<file path="config.mk">
export PLATFORM = sky130hd
export DESIGN_NAME = serial_subtractor
export DESIGN_NICKNAME = d
export VERILOG_FILES = /design/src/rtl/serial_subtractor.sv
export SDC_FILE = /design/constraint.sdc
export NUM_CORES = 1
export LEC_CHECK = 0
export ABC_AREA = 1
export CAP_MARGIN = 20
export CELL_PAD_IN_SITES_DETAIL_PLACEMENT = 1
export CELL_PAD_IN_SITES_GLOBAL_PLACEMENT = 2
export CORE_MARGIN = 10
export CORE_UTILIZATION = 35
export CTS_BUF_LIST = sky130_fd_sc_hd__clkbuf_4
export DETAILED_ROUTE_END_ITERATION = 8
export PLACE_DENSITY_LB_ADDON = 0.1
export SYNTH_ARGS = -nofsm -noshare
export SYNTH_HDL_FRONTEND = slang
export SYNTH_SLANG_ARGS = --single-unit
</file>
<file path="constraint.sdc">
create_clock -name CLK -period 2.22 [get_ports CLK]
set_clock_uncertainty 0.2 [all_clocks]
set_input_delay 0.222 -clock CLK [delete_from_list [all_inputs] [get_ports CLK]]
set_output_delay 0.222 -clock CLK [all_outputs]
set_load 0.02 [all_outputs]
</file>
<file path="src/rtl/serial_subtractor.sv">
// Bit-serial unsigned subtractor: D = A - B, one bit per clock, LSB first.
// Operands load in parallel on START; D/BOUT update only when a run completes.
module serial_subtractor #(
  parameter int unsigned WIDTH = 8
) (
  input  logic             CLK,
  input  logic             RST,
  input  logic             START,
  input  logic [WIDTH-1:0] A,
  input  logic [WIDTH-1:0] B,
  output logic             BUSY,
  output logic             DONE,
  output logic [WIDTH-1:0] D,
  output logic             BOUT
);

  localparam int unsigned CW = (WIDTH > 1) ? $clog2(WIDTH) : 1;

  typedef enum logic [1:0] {IDLE, RUN, FIN} state_t;

  state_t           state, state_nxt;
  logic [WIDTH-1:0] sa, sb, sr, sr_shift;
  logic [CW-1:0]    cnt;
  logic             bw, a_bit, b_bit, d_bit, bw_next;
  logic             accept, last;

  // Full-subtractor cell fed by the registered borrow.
  always_comb begin
    a_bit   = sa[0];
    b_bit   = sb[0];
    d_bit   = a_bit ^ b_bit ^ bw;
    bw_next = (~a_bit & b_bit) | (~(a_bit ^ b_bit) & bw);
    accept  = START && ((state == IDLE) || (state == FIN));
    last    = (cnt == CW'(WIDTH - 1));
  end

  // A 1-bit result has nothing to shift down; the new bit is the whole value.
  generate
    if (WIDTH == 1) begin : g_w1
      assign sr_shift = d_bit;
    end else begin : g_wn
      assign sr_shift = {d_bit, sr[WIDTH-1:1]};
    end
  endgenerate

  always_ff @(posedge CLK or posedge RST) begin
    if (RST) begin
      state <= IDLE;
    end else begin
      state <= state_nxt;
    end
  end

  always_comb begin
    state_nxt = state;
    BUSY      = 1'b0;
    DONE      = 1'b0;
    case (state)
      IDLE: begin
        if (START) state_nxt = RUN;
      end
      RUN: begin
        BUSY = 1'b1;
        if (last) state_nxt = FIN;
      end
      FIN: begin
        DONE      = 1'b1;
        state_nxt = START ? RUN : IDLE;
      end
      default: state_nxt = IDLE;
    endcase
  end

  always_ff @(posedge CLK or posedge RST) begin
    if (RST) begin
      sa   <= '0;
      sb   <= '0;
      sr   <= '0;
      bw   <= 1'b0;
      cnt  <= '0;
      D    <= '0;
      BOUT <= 1'b0;
    end else if (accept) begin
      sa  <= A;
      sb  <= B;
      sr  <= '0;
      bw  <= 1'b0;
      cnt <= '0;
    end else if (state == RUN) begin
      sa  <= sa >> 1;
      sb  <= sb >> 1;
      sr  <= sr_shift;
      bw  <= bw_next;
      cnt <= cnt + CW'(1);
      if (last) begin
        D    <= sr_shift;
        BOUT <= bw_next;
      end
    end
  end

endmodule

</file>
==> impl_metrics.toml, run 1 <==
[critical_path]
crit_path_end_kind = "output port"
worstSetupPathType = "flip-flop to output port"
start_kind = "flip-flop"
cp_max_fo = 16
crit_arrival_ns = 1.66
critPathRequiredTime_ns = 1.80

[die]
core.rowCount = 26
io_pins = 30
die_w_um = 92.32
core_um2 = 5075
die-area_um2 = 8523
start_util_pct = 36.07
die_h_um = 92.32

[synthesis]
ys_ff_latch = 38
synth_top_area_share_pct = 51.95
ys_seq_area_share_pct = 51.95
syn_inst = 218
synthTopCellsByArea = "dfrtp_1 (52%), nand2_1 (16%), nand3_1 (15%)"
ys_warn_count = 0
synth_area_leader_cell = "dfrtp_1"
synthesis.nets = 240
syn-cell-area_um2 = 1831
yosysUniqueCellTypes = 19
synth_area_per_cell_um2 = 8.397

[route]
postRouteAntennaNets = 0
wl_per_cell_um = 14.96
wirelength_um = 4711
first_iter_violations = 50
via_per_inst = 4.863
wl_met3_um = 144
wl_met2_um = 2367
drc = 0
wl_met1_um = 2154
top_layer_used = "met4"
vias = 1532
drt-pass1-iter-count = 4

[power_and_ir_drop]
p_int_uw = 1658
power_leakage_uw = 0.001142
ir_drop_mv = 0.3820
p_sw_uw = 1271
p_comb_share_pct = 47.2
p_per_area_nw_per_um2 = 1342
p_sw_share_pct = 43.40
seqPwrFrac_pct = 41.6
clockPowerShare_pct = 11.3

[placed_design]
routabilityCongestion = 0.7205
port-buffer-count = 29
place.detailed.hpwl_um = 3312
place_area_um2 = 2141

[clocking]
htree_levels = 2
clk_latency_ns = 0.34
cts_tree = "done"
cts_inserted_buffers = 5
cts_post_setup_buffers_inserted = 0
clkTransAtPathRegs_ns = 0.11
ctsHoldBuffers = 0
root_buffer = "clkbuf_4"
cts_resized = 0
cts_buffer_depth = 2
clock-sinks = 38

[grt]
antenna_found_initial = 0
track_usage_pct = 11.75
grt_pass1_wl_um = 8114
grt_max_degree = 39
grt_pass1_vias = 1612
grt-ovfl-total = 0

[sta]
finalSetupViolations = 0
period_needed_ns = 2.080
period_share_pct = 93.70
final-hold-violation-count = 0
worst_pin_slew_ns = 0.4862
grt_setup_unrepaired = "no"
slew_headroom_pct = 67.59
whs_ns = 0.1081
max_freq_ghz = 0.4807
slew_violations = 0
tns_ns = 0

[run]
drv_cap = 0

[finish]
n_antenna_cell = 0
finalNetCount = 268
drive_gt1_share_pct = 6.939
area_growth_syn_to_layout_pct = 19.21
design_area_um2 = 2182

[hold_path]
hold_class = "input pin to asynchronous set/reset pin"

[run_status]
status = "finished, final reports clean"
==> flip-flops by register name, indices dropped and copies added (netlist names) <==
name / count
sb: 8
D: 8
cnt: 3
bw: 1
sa: 8
sr: 7
state: 2
BOUT: 1
==> layout make-up <==
type,instances,area [um2]
Inverter,22,90.09
Timing Repair Buffer,33,320.3
Tap cell,70,87.58
Clock buffer,5,37.54
Fill cell,647,2893
Sequential cell,38,950.9
Clock inverter,1,3.754
Multi-Input combinational cell,146,691.9
==> stage by stage <==
| step | setup WS [ns] | utilization, % | power [uW] | instances |
|---|---|---|---|---|
| after floorplan | 0.8348 | - | 2222 | 218 |
| after global placement | 0.5299 | 42.18 | 2558 | 309 |
| after detailed placement | 0.4886 | 42.18 | 2648 | 309 |
| after CTS | 0.09865 | 43.00 | 2984 | 315 |
| after global routing | 0.04386 | 43.00 | 3226 | 315 |
| final | 0.1398 | 43.00 | 2929 | 315 |
==> kinds of logic (layout without fill, tap and decap cells) <==
logic type               Yosys count  count (layout)  share of synthesized area (%)
AO/OA/AOI/OAI                      1               1                         0.2731
adder cells (fa/ha/maj)            3               3                          2.461
buffers and inverters             34              61                          10.25
flip-flops                        38              38                          51.95
AND/OR/NAND/NOR                  142             142                          35.07
==> cells in the final DEF, fill, tap and decap left out, drive strengths merged <==
master,count
clkdlybuf4s50,29
nand3,55
ha,2
clkbuf,5
fa,1
dfrtp,38
nand2,83
or2,1
nor2,3
clkinv,1
buf,4
o21ai,1
inv,22
==> layer usage <==
layer  track usage, %  vias to the layer above
li1                 -                      737
met1            14.68                      769
met2            19.47                       19
met3            3.551                        7
met4            2.699                        0
met5                0                        -
==> synthesized netlist by cell type <==
cell type	instances
buf_2	6
inv_1	20
or2_0	1
dfrtp_1	38
nand3_2	1
buf_4	1
nor2_4	2
buf_6	4
fa_1	1
nand3_1	54
nand2_4	2
inv_8	1
buf_8	1
nor2_1	1
inv_2	1
nand2_1	80
ha_1	2
nand2_2	1
o21ai_0	1
==> power by group through the flow <==
stage | Clock, uW | Combinational (uW) | Sequential, uW
2_1_floorplan | 0 | 953 | 1270
3_3_place_gp | 0 | 1340 | 1220
3_5_place_dp | 0 | 1410 | 1230
4_1_cts | 339 | 1420 | 1220
5_1_grt | 385 | 1580 | 1260
6_report | 330 | 1380 | 1220
==> path summary, 6_finish.rpt <==
path	from	end	slack (ns)	cells after the start
worst max register to register	state[0]	D[7]	0.49	5
worst max-delay path	state[1]	DONE	0.14	3
worst min register to register	D[2]	D[2]	0.29	2
min in group CLK	A[7]	sa[7]	0.22	3
worst min-delay path	RST	sa[4]	0.11	3
max in group asynchronous	RST	sb[2]	1.37	3
==> critical path: stages (launching register included) <==
cell             delay (ns)
dfrtp_1                0.41
inv_2                  0.16
nor2_1                 0.13
clkdlybuf4s50_1        0.62
Power figures use the tool's default switching activity.
==> inputs of run 2 (changes only) <==
- PLACE_DENSITY: unset -> 0.86
- PLACE_DENSITY_LB_ADDON: 0.1 -> unset
==> impl_metrics.toml, run 2 (synthesized netlist as in run 1, its figures left out) <==
[route]
wl_met2_um = 2128
via_per_inst = 4.603
wl_per_cell_um = 13.39
wirelength_um = 4245
vias = 1459
drc = 0
wl_met3_um = 139
first_iter_violations = 50
top_layer_used = "met4"
wl_met1_um = 1931
drt-pass1-iter-count = 4
postRouteAntennaNets = 0

[placed_design]
place.detailed.hpwl_um = 2991
port-buffer-count = 29
place_area_um2 = 2141
place_ws_ns = 0.3869
routabilityCongestion = 0.7594

[finish]
n_antenna_cell = 0
postLayoutCoreUtil_pct = 44.26
reg_top3 = "D (8), sa (8), sb (8)"
design_area_um2 = 2246
final_common_cell = "nand2_1"
multi_input_area_um2 = 691.9
fillers = 624
finalNetCount = 268
area_growth_syn_to_layout_pct = 22.69
drive_gt1_share_pct = 8.097
mostFrequentLayoutCells = "nand2_1 (80), nand3_1 (54), dfrtp_1 (37)"
seq_area_um2 = 952.2

[hold_path]
hold_class = "input pin to asynchronous set/reset pin"

[power_and_ir_drop]
clockPowerShare_pct = 18.7
p_sw_uw = 1250
seqPwrFrac_pct = 38.8
p_int_uw = 1897
p_per_area_nw_per_um2 = 1401
p_sw_share_pct = 39.73
power_leakage_uw = 0.001188
ir_drop_mv = 0.3644
p_comb_share_pct = 42.5

[grt]
antenna_found_initial = 0
grt_max_degree = 39
grt_pass1_vias = 1554
grt-ovfl-total = 0
track_usage_pct = 10.84
grt_pass1_wl_um = 7514

[sta]
grt_setup_unrepaired = "no"
period_share_pct = 93.51
slew_headroom_pct = 67.34
tns_ns = 0
finalSetupViolations = 0
worst_pin_slew_ns = 0.4899
final-hold-violation-count = 0
slew_violations = 0
fin_ws_ns = 0.1441
period_needed_ns = 2.076
max_freq_ghz = 0.4817

[run]
drv_cap = 0

[die]
die_w_um = 92.32
die_h_um = 92.32
core_um2 = 5075
die-area_um2 = 8523
io_pins = 30
start_util_pct = 36.07
core.rowCount = 26

[critical_path]
critPathRequiredTime_ns = 1.80
start_kind = "flip-flop"
worstSetupPathType = "flip-flop to output port"
cp_max_fo = 16
crit_path_end_kind = "output port"
crit_arrival_ns = 1.65
r2r_slack_ns = 0.58

[clocking]
cts_buffer_depth = 2
cts_tree = "done"
root_buffer = "clkbuf_4"
cts_inserted_buffers = 5
htree_levels = 2
clkTransAtPathRegs_ns = 0.12
clock-sinks = 38
clk_latency_ns = 0.35

[run_status]
status = "finished, final reports clean"
==> run 2: critical path, stage by stage (launching register included) <==
cell             delay [ns]
dfrtp_2                0.50
inv_8                  0.09
nor2_4                 0.11
clkdlybuf4s50_1        0.61
==> run 2: layout make-up <==
cell class                      count  share of cell area [%]
Sequential cell                    38                   42.40
Clock inverter                      3                   2.841
Tap cell                           70                   3.900
Clock buffer                        5                   1.671
Timing Repair Buffer               33                   14.37
Inverter                           22                   4.011
Multi-Input combinational cell    146                   30.81
==> run 2: repair_timing <==
item                                    4_1_cts  5_1_grt
setup buffers                                 0        0
resized for setup                             1        1
endpoints found under the setup margin        1        1
hold buffers                                  0        0
pin swaps                                     0        0
==> run 2: final timing paths <==
| check | startpoint | to | cells past startpoint |
|---|---|---|---|
| min | RST | sr[6] | 3 |
| min in group CLK | B[7] | sb[7] | 3 |
| max reg2reg | state[1] | D[7] | 5 |
| min reg2reg | sr[1] | D[0] | 2 |
| max in group asynchronous | RST | state[0] | 3 |
| max | state[0] | BUSY | 3 |
==> run 2: metal layers <==
layer  track usage, %  vias up
met5                0        -
met2            18.00       17
met4            3.470        0
met1            13.27      692
met3            3.067        5
li1                 -      745
==> run 2: power by group through the flow <==
| stage | Combinational, uW | Clock, uW | Sequential, uW |
|---|---|---|---|
| 3_3_place_gp | 1330 | 0 | 1230 |
| 4_1_cts | 1380 | 602 | 1230 |
| 6_report | 1340 | 588 | 1220 |
| 5_1_grt | 1550 | 640 | 1270 |
| 3_5_place_dp | 1370 | 0 | 1240 |
| 2_1_floorplan | 953 | 0 | 1270 |
==> run 2: per-stage QoR <==
stage          hold slack [ns]  std cells  power (uW)
2_1_floorplan           0.1388        218        2222
3_3_place_gp            0.2598        309        2563
3_5_place_dp            0.2657        309        2614
4_1_cts                0.09852        317        3212
5_1_grt                0.09684        317        3460
6_report               0.08548        317        3147
==> inputs of run 3 (changes only) <==
--- a/config.mk
+++ b/config.mk
@@ -11,2 +11,3 @@
 export CELL_PAD_IN_SITES_GLOBAL_PLACEMENT = 2
+export CORE_ASPECT_RATIO = 0.7
 export CORE_MARGIN = 10
==> constraint.sdc (replaced) <==
create_clock -name CLK -period 2.22 [get_ports CLK]
set_clock_uncertainty 0.2 [all_clocks]
set_input_delay 0.444 -clock CLK [delete_from_list [all_inputs] [get_ports CLK]]
set_output_delay 0.444 -clock CLK [all_outputs]
set_load 0.02 [all_outputs]
==> impl_metrics.toml, run 3 (synthesized netlist as in run 1, its figures left out) <==
[run_status]
status = "finished, final reports clean"

[power_and_ir_drop]
p_sw_share_pct = 42.83
p_comb_share_pct = 47.2
p_int_uw = 1711
seqPwrFrac_pct = 40.6
ir_drop_mv = 0.4044
p_sw_uw = 1282
p_per_area_nw_per_um2 = 1349
power_leakage_uw = 0.001175
clockPowerShare_pct = 12.1

[route]
wl_per_cell_um = 14.28
vias = 1524
via_per_inst = 4.777
drc = 0
drt-pass1-iter-count = 4
first_iter_violations = 48
postRouteAntennaNets = 0
wirelength_um = 4554

[die]
core.rowCount = 21
core_um2 = 4913
die-area_um2 = 8569
die_w_um = 106.4
io_pins = 30
start_util_pct = 37.25
die_h_um = 80.51

[sta]
slew_headroom_pct = 66.70
max_freq_ghz = 0.5066
tns_ns = 0
final-hold-violation-count = 0
grt_setup_unrepaired = "no"
finalSetupViolations = 0
fin_ws_ns = 0.2461
period_share_pct = 88.91
period_needed_ns = 1.974
slew_violations = 0
worst_pin_slew_ns = 0.4995

[grt]
grt_pass1_wl_um = 8017
antenna_found_initial = 0
grt_pass1_vias = 1721
grt-ovfl-total = 0
track_usage_pct = 11.42
grt_max_degree = 39

[critical_path]
worstSetupPathType = "flip-flop to output port"
crit_buf_inv = 1
cp_slowest_cell = "clkdlybuf4s50_1"
crit_chain = "clkdlybuf4s50_1"
start_kind = "flip-flop"
cpPeakStageDelay_ns = 0.61
crit_path_end_kind = "output port"
critPathRequiredTime_ns = 1.58
critPathTopFamily = "buffers and inverters"
crit_arrival_ns = 1.33
cp_max_fo = 2

[finish]
final_common_cell = "nand2_1"
n_antenna_cell = 0
drive_gt1_share_pct = 9.200
finalNetCount = 271
mostFrequentLayoutCells = "nand2_1 (80), nand3_1 (54), dfrtp_1 (37)"
final_cell_count_no_fill = 319
area_growth_syn_to_layout_pct = 21.19
reg_top3 = "D (8), sa (8), sb (8)"

[clocking]
clkTransAtPathRegs_ns = 0.12
cts_buffer_depth = 2
cts_tree = "done"
cts_inserted_buffers = 5
clock-sinks = 38
clk_latency_ns = 0.35
root_buffer = "clkbuf_4"
htree_levels = 2
cts_post_setup_buffers_inserted = 0

[run]
drv_cap = 0

[placed_design]
port-buffer-count = 29
routabilityCongestion = 0.6983
place_inst = 311
place.detailed.hpwl_um = 3190
place_ws_ns = 0.3609

[hold_path]
hold_class = "flip-flop to flip-flop"
[run 3: path summary, 6_finish.rpt]
| kind | startpoint | endpoint | slack (ns) | cells after the start |
|---|---|---|---|---|
| worst max register to register | state[1] | sr[6] | 0.63 | 6 |
| worst min-delay path | BOUT | BOUT | 0.29 | 2 |
| max in group asynchronous | RST | state[0] | 1.12 | 3 |
| min in group asynchronous | RST | sa[4] | 0.32 | 3 |
| worst max-delay path | D[1] | D[1] | 0.25 | 1 |
| worst min register to register | BOUT | BOUT | 0.29 | 2 |
[run 3: power by group through the flow]
stage	clock [uW]	combinational [uW]	sequential, uW
floorplan	0	953	1270
global placement	0	1390	1210
detailed placement	0	1440	1230
CTS	381	1450	1220
global route	404	1630	1260
finish	363	1410	1220
[run 3: layout make-up]
class | instances | area (um2)
well taps | 69 | 86.33
multi-input cells | 146 | 691.9
clock buffers | 6 | 45.04
clock inverters | 2 | 8.758
flip-flops and latches | 38 | 952.2
repair buffers | 36 | 344.1
fillers | 608 | 2695
inverters | 22 | 90.09
[run 3: repair_timing]
| item | CTS | global route |
|---|---|---|
| resized for setup | 2 | 1 |
| hold buffers | 0 | 0 |
| endpoints found under the setup margin | 2 | 1 |
[run 3: routing by layer]
layer / vias up / part of all wire, % / track usage [%]
met2: 23 / 45 / 18.84
met4: 0 / 1.6 / 4.178
met3: 7 / 4.3 / 3.509
met5: - / 0 / 0
li1: 747 / - / -
met1: 747 / 49 / 13.84
[run 3: worst min-delay path, stage by stage, from the launching register on]
cell,delay (ns)
dfrtp_1,0.37
nand2_1,0.05
nand2_1,0.05
[run 3: per-stage QoR]
stage	power, uW	hold WS [ns]	util [%]	instance area [um2]
final	2992	0.2861	45.15	2218
after floorplan	2222	0.2425	-	1831
after detailed placement	2671	0.2620	44.00	2162
after global routing	3288	0.3177	45.15	2218
after CTS	3050	0.2907	45.10	2216
after global placement	2601	0.2582	44.00	2162
